## src/rtl/pass_controller_if.sv

```systemverilog
// Scheduler/datapath <-> pass_controller signal bundle.
// master = scheduler/GLB side, slave = pass_controller.
interface pass_controller_if #(
    parameter int CNT_WIDTH = 16
);
    logic                 pass_start;
    logic                 pass_ready;
    logic                 pass_done;
    logic                 bias_sel;
    logic [CNT_WIDTH-1:0] filter_words;
    logic [CNT_WIDTH-1:0] psum_words;
    logic [CNT_WIDTH-1:0] ifmap_words;
    logic [2:0]           phase;
    logic                 xfer_en;
    logic                 xfer_fire;
    logic                 bias_load;
    logic [CNT_WIDTH-1:0] word_idx;
    logic                 array_busy;

    modport master (
        output pass_start, bias_sel, filter_words, psum_words, ifmap_words,
               xfer_fire, array_busy,
        input  pass_ready, pass_done, phase, xfer_en, bias_load, word_idx
    );

    modport slave (
        input  pass_start, bias_sel, filter_words, psum_words, ifmap_words,
               xfer_fire, array_busy,
        output pass_ready, pass_done, phase, xfer_en, bias_load, word_idx
    );
endinterface

```

## src/rtl/pass_controller.sv

```systemverilog
// Per-pass sequencer: FILTER -> PSUM_IN -> IFMAP -> DRAIN -> PSUM_OUT -> DONE.
// Empty transfer phases are skipped in the same transition that would enter
// them. All outputs come straight from registered state/counter.
// CNT_WIDTH must match the width the connected interface was built with.
module pass_controller #(
    parameter int CNT_WIDTH = 16
) (
    input  logic               clk,
    input  logic               reset,   // asynchronous, active low
    pass_controller_if.slave   bus
);

    typedef enum logic [2:0] {
        S_IDLE     = 3'd0,
        S_FILTER   = 3'd1,
        S_PSUM_IN  = 3'd2,
        S_IFMAP    = 3'd3,
        S_DRAIN    = 3'd4,
        S_PSUM_OUT = 3'd5,
        S_DONE     = 3'd6
    } state_e;

    localparam logic [CNT_WIDTH-1:0] ONE = {{(CNT_WIDTH-1){1'b0}}, 1'b1};

    state_e               state_q, state_d;
    logic [CNT_WIDTH-1:0] widx_q, widx_d;
    logic [CNT_WIDTH-1:0] fw_q, fw_d;
    logic [CNT_WIDTH-1:0] pw_q, pw_d;
    logic [CNT_WIDTH-1:0] iw_q, iw_d;
    logic                 bias_q, bias_d;

    logic                 xfer_phase;
    logic [CNT_WIDTH-1:0] cur_cnt;
    logic                 last_word;

    // First non-empty phase strictly after `from`. DRAIN is never skipped;
    // PSUM_IN/PSUM_OUT share the psum count.
    function automatic state_e next_phase(input state_e from,
                                          input logic [CNT_WIDTH-1:0] fw,
                                          input logic [CNT_WIDTH-1:0] pw,
                                          input logic [CNT_WIDTH-1:0] iw);
        state_e nxt;
        nxt = S_IDLE;
        case (from)
            S_IDLE: begin
                if (fw != '0)      nxt = S_FILTER;
                else if (pw != '0) nxt = S_PSUM_IN;
                else if (iw != '0) nxt = S_IFMAP;
                else               nxt = S_DRAIN;
            end
            S_FILTER: begin
                if (pw != '0)      nxt = S_PSUM_IN;
                else if (iw != '0) nxt = S_IFMAP;
                else               nxt = S_DRAIN;
            end
            S_PSUM_IN:  nxt = (iw != '0) ? S_IFMAP : S_DRAIN;
            S_IFMAP:    nxt = S_DRAIN;
            S_DRAIN:    nxt = (pw != '0) ? S_PSUM_OUT : S_DONE;
            S_PSUM_OUT: nxt = S_DONE;
            default:    nxt = S_IDLE;
        endcase
        return nxt;
    endfunction

    // Word count governing the current transfer phase.
    always_comb begin
        cur_cnt    = '0;
        xfer_phase = 1'b0;
        case (state_q)
            S_FILTER:   begin cur_cnt = fw_q; xfer_phase = 1'b1; end
            S_PSUM_IN:  begin cur_cnt = pw_q; xfer_phase = 1'b1; end
            S_IFMAP:    begin cur_cnt = iw_q; xfer_phase = 1'b1; end
            S_PSUM_OUT: begin cur_cnt = pw_q; xfer_phase = 1'b1; end
            default:    begin cur_cnt = '0;   xfer_phase = 1'b0; end
        endcase
    end

    // A phase is only entered with a non-zero count, so cur_cnt-1 never wraps.
    assign last_word = xfer_phase && bus.xfer_fire && (widx_q == cur_cnt - ONE);

    // Next-state, word counter and capture logic.
    always_comb begin
        state_d = state_q;
        widx_d  = widx_q;
        fw_d    = fw_q;
        pw_d    = pw_q;
        iw_d    = iw_q;
        bias_d  = bias_q;
        case (state_q)
            S_IDLE: begin
                if (bus.pass_start) begin
                    fw_d    = bus.filter_words;
                    pw_d    = bus.psum_words;
                    iw_d    = bus.ifmap_words;
                    bias_d  = bus.bias_sel;
                    widx_d  = '0;
                    state_d = next_phase(S_IDLE, bus.filter_words,
                                         bus.psum_words, bus.ifmap_words);
                end
            end
            S_FILTER, S_PSUM_IN, S_IFMAP, S_PSUM_OUT: begin
                if (last_word) begin
                    widx_d  = '0;
                    state_d = next_phase(state_q, fw_q, pw_q, iw_q);
                end else if (bus.xfer_fire) begin
                    widx_d  = widx_q + ONE;
                end
            end
            S_DRAIN: begin
                if (!bus.array_busy)
                    state_d = next_phase(S_DRAIN, fw_q, pw_q, iw_q);
            end
            S_DONE:  state_d = S_IDLE;
            default: state_d = S_IDLE;
        endcase
    end

    // State and pass-context registers; reset aborts any pass in flight.
    always_ff @(posedge clk or negedge reset) begin
        if (!reset) begin
            state_q <= S_IDLE;
            widx_q  <= '0;
            fw_q    <= '0;
            pw_q    <= '0;
            iw_q    <= '0;
            bias_q  <= 1'b0;
        end else begin
            state_q <= state_d;
            widx_q  <= widx_d;
            fw_q    <= fw_d;
            pw_q    <= pw_d;
            iw_q    <= iw_d;
            bias_q  <= bias_d;
        end
    end

    assign bus.pass_ready = (state_q == S_IDLE);
    assign bus.pass_done  = (state_q == S_DONE);
    assign bus.phase      = state_q;
    assign bus.xfer_en    = xfer_phase;
    assign bus.bias_load  = (state_q == S_PSUM_IN) && bias_q;
    assign bus.word_idx   = widx_q;   // cleared on every phase exit

endmodule
```

## src/flat_wrapper.sv

```systemverilog
// flat-port wrapper written by rule: the top's interface ports become plain ports
module pass_controller_flat 
#(
    parameter int CNT_WIDTH = 16
)
  (clk, reset, bus_pass_start, bus_bias_sel, bus_filter_words, bus_psum_words, bus_ifmap_words, bus_xfer_fire, bus_array_busy, bus_pass_ready, bus_pass_done, bus_phase, bus_xfer_en, bus_bias_load, bus_word_idx);
  pass_controller_if #(.CNT_WIDTH(CNT_WIDTH)) bus_i ();
  input  logic clk;
  input  logic reset;
  input wire logic [$bits(bus_i.pass_start)-1:0] bus_pass_start;
  input wire logic [$bits(bus_i.bias_sel)-1:0] bus_bias_sel;
  input wire logic [$bits(bus_i.filter_words)-1:0] bus_filter_words;
  input wire logic [$bits(bus_i.psum_words)-1:0] bus_psum_words;
  input wire logic [$bits(bus_i.ifmap_words)-1:0] bus_ifmap_words;
  input wire logic [$bits(bus_i.xfer_fire)-1:0] bus_xfer_fire;
  input wire logic [$bits(bus_i.array_busy)-1:0] bus_array_busy;
  output wire logic [$bits(bus_i.pass_ready)-1:0] bus_pass_ready;
  output wire logic [$bits(bus_i.pass_done)-1:0] bus_pass_done;
  output wire logic [$bits(bus_i.phase)-1:0] bus_phase;
  output wire logic [$bits(bus_i.xfer_en)-1:0] bus_xfer_en;
  output wire logic [$bits(bus_i.bias_load)-1:0] bus_bias_load;
  output wire logic [$bits(bus_i.word_idx)-1:0] bus_word_idx;
  assign bus_i.pass_start = bus_pass_start;
  assign bus_i.bias_sel = bus_bias_sel;
  assign bus_i.filter_words = bus_filter_words;
  assign bus_i.psum_words = bus_psum_words;
  assign bus_i.ifmap_words = bus_ifmap_words;
  assign bus_i.xfer_fire = bus_xfer_fire;
  assign bus_i.array_busy = bus_array_busy;
  assign bus_pass_ready = bus_i.pass_ready;
  assign bus_pass_done = bus_i.pass_done;
  assign bus_phase = bus_i.phase;
  assign bus_xfer_en = bus_i.xfer_en;
  assign bus_bias_load = bus_i.bias_load;
  assign bus_word_idx = bus_i.word_idx;
  pass_controller #(.CNT_WIDTH(CNT_WIDTH)) u_core (.clk(clk), .reset(reset), .bus(bus_i));
endmodule
```

## config.mk

```make
export PLATFORM = sky130hd
export DESIGN_NAME = pass_controller_flat
export DESIGN_NICKNAME = d
export VERILOG_FILES = /design/src/rtl/pass_controller_if.sv /design/src/rtl/pass_controller.sv /design/src/flat_wrapper.sv
export SDC_FILE = /design/constraint.sdc
export NUM_CORES = 1
export LEC_CHECK = 0
export BUFFER_PORTS_ARGS = -buffer_cell sky130_fd_sc_hd__buf_2
export CORE_MARGIN = 10
export CORE_UTILIZATION = 44
export CTS_CLUSTER_DIAMETER = 50
export CTS_CLUSTER_SIZE = 30
export DETAILED_ROUTE_END_ITERATION = 10
export GPL_ROUTABILITY_DRIVEN = 0
export PLACE_DENSITY = 0.67
export SYNTH_ARGS = -nofsm -noshare
export SYNTH_HDL_FRONTEND = slang
export SYNTH_SLANG_ARGS = --single-unit
export TNS_END_PERCENT = 50
```

## constraint.sdc

```tcl
create_clock -name clk -period 4 [get_ports clk]
set_clock_uncertainty 0.1 [all_clocks]
set_input_delay 0.2 -clock clk [delete_from_list [all_inputs] [get_ports clk]]
set_output_delay 0.2 -clock clk [all_outputs]
set_load 0.005 [all_outputs]
```

Word level (Yosys, flattened, before mapping) --
Index checks and enable logic that the tools add are counted.
Storage, ports and cells: flip-flop bits (word level) 68, input bits 54, logic and storage cells 51
Cells by class: add/subtract/negate cells 2, equal/unequal tests 11, multiplexer cells 17, reduce and logical (&&, ||, !) cells 15
Operators with widths (number):
- nonzero test 16 bit | 5
- 2-to-1 mux 16 bit | 3
- case mux 16 bit (3 select lines) | 1
- case mux 16 bit (2 select lines) | 1
- 2-to-1 mux 3 bit | 8
- adder 16 x 1 -> 16 bit (second input constant) | 1
- equality test 16 bit | 1
- subtractor 16 x 1 -> 16 bit (second input constant) | 1
- case mux 3 bit (4 select lines) | 1
- equality test 3 bit (second input constant) | 3
- case mux 3 bit (3 select lines) | 1
- equality test 3 x 2 -> 1 bit (second input constant) | 2
- AND reduction 3 bit | 2
- != test 2 bit (second input constant) | 2
- OR reduction 4 bit | 1
- equality test 3 x 1 -> 1 bit (second input constant) | 1
- logical AND 1 bit | 3
- zero test 3 bit | 1
- != test 3 x 1 -> 1 bit (second input constant) | 1
- 2-to-1 mux 2 bit | 1
- != test 2 x 1 -> 1 bit (second input constant) | 1
- AND reduction 2 bit | 1
- nonzero test 2 bit | 1
- OR reduction 2 bit | 1
- 2-to-1 mux 1 bit | 1

Logic depth before layout (Yosys ltp) --
depth in word-level cells 8, gate-level depth with buffers 15, depth with buffers taken out 11

Worst setup path after synthesis --
OpenSTA, ideal clock, no wires.
path kind reg-to-reg, start register u_core.state_q[0], in the netlist u_core.bus.phase[0], end register u_core.state_q[2], in the netlist u_core.bus.phase[2], library setup time 0.094 ns, arrival time 3.396 ns, data required time 3.806 ns, slack 0.410 ns, cell stages (with the launch flop) 15, path buffers 3, path through dfrtp_1 -> buf_6 -> buf_6 -> buf_6 -> mux2_2 -> a211oi_4 -> ha_1 -> xnor2_1 -> xnor2_1 -> nand3_1 -> or3_1 -> nor4b_2 -> o2111a_2 -> mux2_1 -> a221oi_2
Between the ends: word-level cells in the longest chain between the ends 8, elaborated cells between the ends (all ways) 21, classes of those cells add/sub: 1; eq/ne: 9; mux: 5; reduce/logical: 6
RTL lines:
- start, declared | line pass_controller.sv:25 | state_e state_q, state_d;
- start signal, assigned | line pass_controller.sv:128 | state_q <= state_d;
- equality test 3 bit or equality test 3 x 2 -> 1 bit (tied branches) | line pass_controller.sv:44, pass_controller.sv:69, pass_controller.sv:89
- OR reduction 2 bit (no line)
- case mux 16 bit (3 select lines) | line pass_controller.sv:69 | case (state_q)
- subtractor 16 x 1 -> 16 bit | line pass_controller.sv:79 | assign last_word = xfer_phase && bus.xfer_fire && (widx_q == cur_cnt - ONE);
- equality test 16 bit | line pass_controller.sv:79
- logical AND 1 bit | line pass_controller.sv:79
- != test 2 x 1 -> 1 bit (no line)
- AND reduction 3 bit (no line)
Parallel ways exist; a longest one is shown, timed or not. The select of a mux whose other input is x is not followed. A chain may end at the register's enable or synchronous reset.

Worst setup path after layout --
start register u_core.state_q[2], in the netlist u_core.bus.phase[2], end register u_core.state_q[2], in the netlist u_core.bus.phase[2]
The elaborated chain is that of the path after synthesis.

==> out/metrics.yaml <==
global_routing:
  grt_use_total_pct: 17.84
  grt_overflow: 0
  grt_pass1_vias: 4076
  grt_max_degree: 51
  grt_pass1_wl_mm: 20.89
  antenna_found_initial: 0
timing:
  timing.fmax_ghz: 0.2638
  finalCritPeriodShare_pct: 94.76
  fin_tns_setup_ns: 0
  rsz0062_at_grt: "false"
  max-slew-margin-rel_pct: 37.71
  worstMarginPinSlew_ns: 0.9325
  post-route-min-period_ns: 3.790
  finalMaxSlewViolations: 0
  hold_ws_ns: 0.006950
  hold_viol_final: 0
  setup_violations: 0
clock_network:
  root_buffer: "clkbuf_8"
  htreeDepth: 3
  clk_pin_slew_ns: 0.08
  post-cts-setup-buffer-count: 0
  cts_resized: 0
  cts_buffers: 9
  cts-hold-fix-buffers: 45
  clk_latency_ns: 0.37
  cts_sinks: 68
  clock_path_buffers: 2
  cts_tree: "done"
floorplan:
  fp.dieArea_um2: 14620
  die_x_um: 120.9
  initial_core_util_pct: 45.42
  num_rows: 36
  die_height_um: 120.9
  io_pins: 77
  core_area_um2: 9864
synthesis:
  synth_edf_count: 0
  ys.flop_type: "dfrtp_1"
  yosysMostFrequentCell: "dfrtp_1"
  synth_common_cells: "dfrtp_1, mux2_2, nor4_1"
  synth_cell_type_count: 69
  ys_seq_area_share_pct: 37.98
  yosysTopAreaCellShare_pct: 37.98
  ys_top_cells_by_area: "dfrtp_1, mux2_2, nor4_1"
  synth_nets: 483
  yosys.area.top_type: "dfrtp_1"
  ys_ff_latch: 68
  syn-cell-area_um2: 4481
  syn_avg_cell_area_um2: 10.49
  ys.warnings.count: 0
  async_flop_share_pct: 100.0
  synth_cells: 427
pwr:
  pwr-share-clk_pct: 12.5
  p_sw_mw: 1.956
  powerDensity_nw_per_um2: 794.3
  netSwitchingFraction_pct: 43.69
  p_comb_share_pct: 58.9
  seqPwrFrac_pct: 28.5
  ir_worst_vdd_v: 0.0003329
  internal-power_mw: 2.521
  leakage_nw: 2.448
setup_path:
  crit_chain: "nor2b_1 > a211oi_2 > ha_1 > xnor2_1 > xnor2_1 > nand3_1 > or3_1 > nor4b_2 > o2111a_2 > mux2_1 > a221oi_2"
  cp_data_required_time_ns: 4.18
  critical_path.max_fanout: 13
  crit_path_max_incr_delay_ns: 0.72
  crit_slowest_cell: "nor2b_1"
  cp_data_arrival_time_ns: 3.97
  criticalPathCategory: "register to register"
  start_kind: "register"
  crit_family: "simple AND/OR/NAND/NOR gates"
  cp.buffers_inverters: 0
  crit_path_frequent_cell: "xnor2_1"
  cp-end-kind: "register"
drt:
  drc_errors: 0
  dr.pass1.iters: 6
  ant_nets: 0
  avgViaCountPerCell: 5.826
  vias: 3985
  wl_per_cell_um: 18.87
  wl_mm: 12.91
  drt_iter0_drc: 239
place:
  dp.final_hpwl_mm: 9.458
  dpl_cell_area_um2: 4974
  io_buffers: 76
  dp.cells: 621
finish:
  final_cells: 684
  syn2layout_area_growth_pct: 25.80
  fin_util_pct: 57.14
  design_area_um2: 5637
  nNetsFinal: 603
  diodes: 0
  drive_gt1_share_pct: 32.12
  multiInputGateArea_um2: 2613
  fillCellCount: 824
  final-seq-area_um2: 1702
outcome:
  outcome: "completed"
worst_hold_path:
  worst_hold_path_type: "input port to register"
run:
  drv_cap: 0
-- final cells by class --
cell class	instances	area share (%)
repair buffers	135	16.74
clock buffers	11	2.331
clock inverters	4	0.9101
multi-input cells	325	46.35
well taps	133	2.952
inverters	8	0.5327
flip-flops and latches	68	30.19
-- logic make-up (layout without fill, tap and decap cells) --
group                    after synthesis  after routing  share of synthesized area (%)
AO/OA/AOI/OAI                         77             77                          13.60
XOR/XNOR                              30             30                          5.864
adder cells (fa/ha/maj)                2              2                         0.5584
buffers and inverters                 34            158                          3.742
flip-flops                            68             68                          37.98
multiplexers                          68             68                          16.92
AND/OR/NAND/NOR                      148            148                          21.33
-- flip-flops by register name (all words and copies together), names as in the netlist --
signal / flops
u_core.bus.word_idx: 16
u_core.fw_q: 16
u_core.pw_q: 16
u_core.bias_q: 1
u_core.iw_q: 16
u_core.bus.phase: 3
-- power groups by stage --
stage	logic [mW]	clock network, mW	registers (mW)
6_report	2.64	0.561	1.28
4_1_cts	2.61	0.568	1.27
5_1_grt	2.88	0.605	1.31
2_1_floorplan	2.05	0	1.16
3_5_place_dp	2.56	0	1.29
3_3_place_gp	2.52	0	1.28
-- cells in the final DEF (no fill, tap or decap), types with 4 or more instances in the layout --
cell type and count:
o21ai_0 9, a21oi_1 17, nor2_1 19, xnor2_1 17, clkbuf_8 9, buf_4 11, dlygate4sd3_1 48, nor4bb_1 7
inv_1 8, and4b_1 8, nand3_1 12, a21o_1 4, nand4b_1 5, buf_2 76, nor2b_1 4, and4_1 4
nor3_1 7, xor2_1 13, nor4_1 25, mux2i_1 9, mux2_1 4, dfrtp_1 68, a211oi_2 5, mux2_2 54
nand4_1 11, nand2_1 18
-- metal layers --
metal,GRT usage [%],vias to the layer above,part of all wire [%]
met5,0,-,0
met4,8.069,0,2.6
met3,3.769,27,6.3
met2,28.74,136,48
met1,22.43,1944,43
li1,-,1878,-
-- stage by stage --
step | total power [mW] | setup slack [ns]
2_1_floorplan | 3.216 | 0.4103
3_3_place_gp | 3.795 | 0.3523
3_5_place_dp | 3.849 | 0.2678
4_1_cts | 4.447 | 0.2479
5_1_grt | 4.796 | 0.01591
6_report | 4.477 | 0.2098
-- worst paths after layout --
| kind | startpoint | end | slack [ns] | cells past startpoint |
|---|---|---|---|---|
| setup / recovery | u_core.bus.phase[2] | u_core.bus.phase[2] | 0.21 | 11 |
| hold / removal | bus_ifmap_words[9] | u_core.iw_q[9] | 0.007 | 2 |
| setup reg to reg | u_core.bus.phase[2] | u_core.bus.phase[2] | 0.21 | 11 |
| hold reg to reg | u_core.bias_q | u_core.bias_q | 0.40 | 1 |
| max in group asynchronous | reset | u_core.bus.word_idx[13] | 2.48 | 3 |
| min in group asynchronous | reset | u_core.pw_q[13] | 0.40 | 2 |
-- worst register-to-register path, delay by kind of cell, from the launching register on --
family / cells / cell delay [ns]
simple gates: 4 / 1.47
compound gates: 3 / 0.82
flops: 1 / 0.38
mux: 1 / 0.37
xor+xnor: 2 / 0.31
fa+ha+maj: 1 / 0.27
Note: power is estimated with default switching activity, not from simulation.
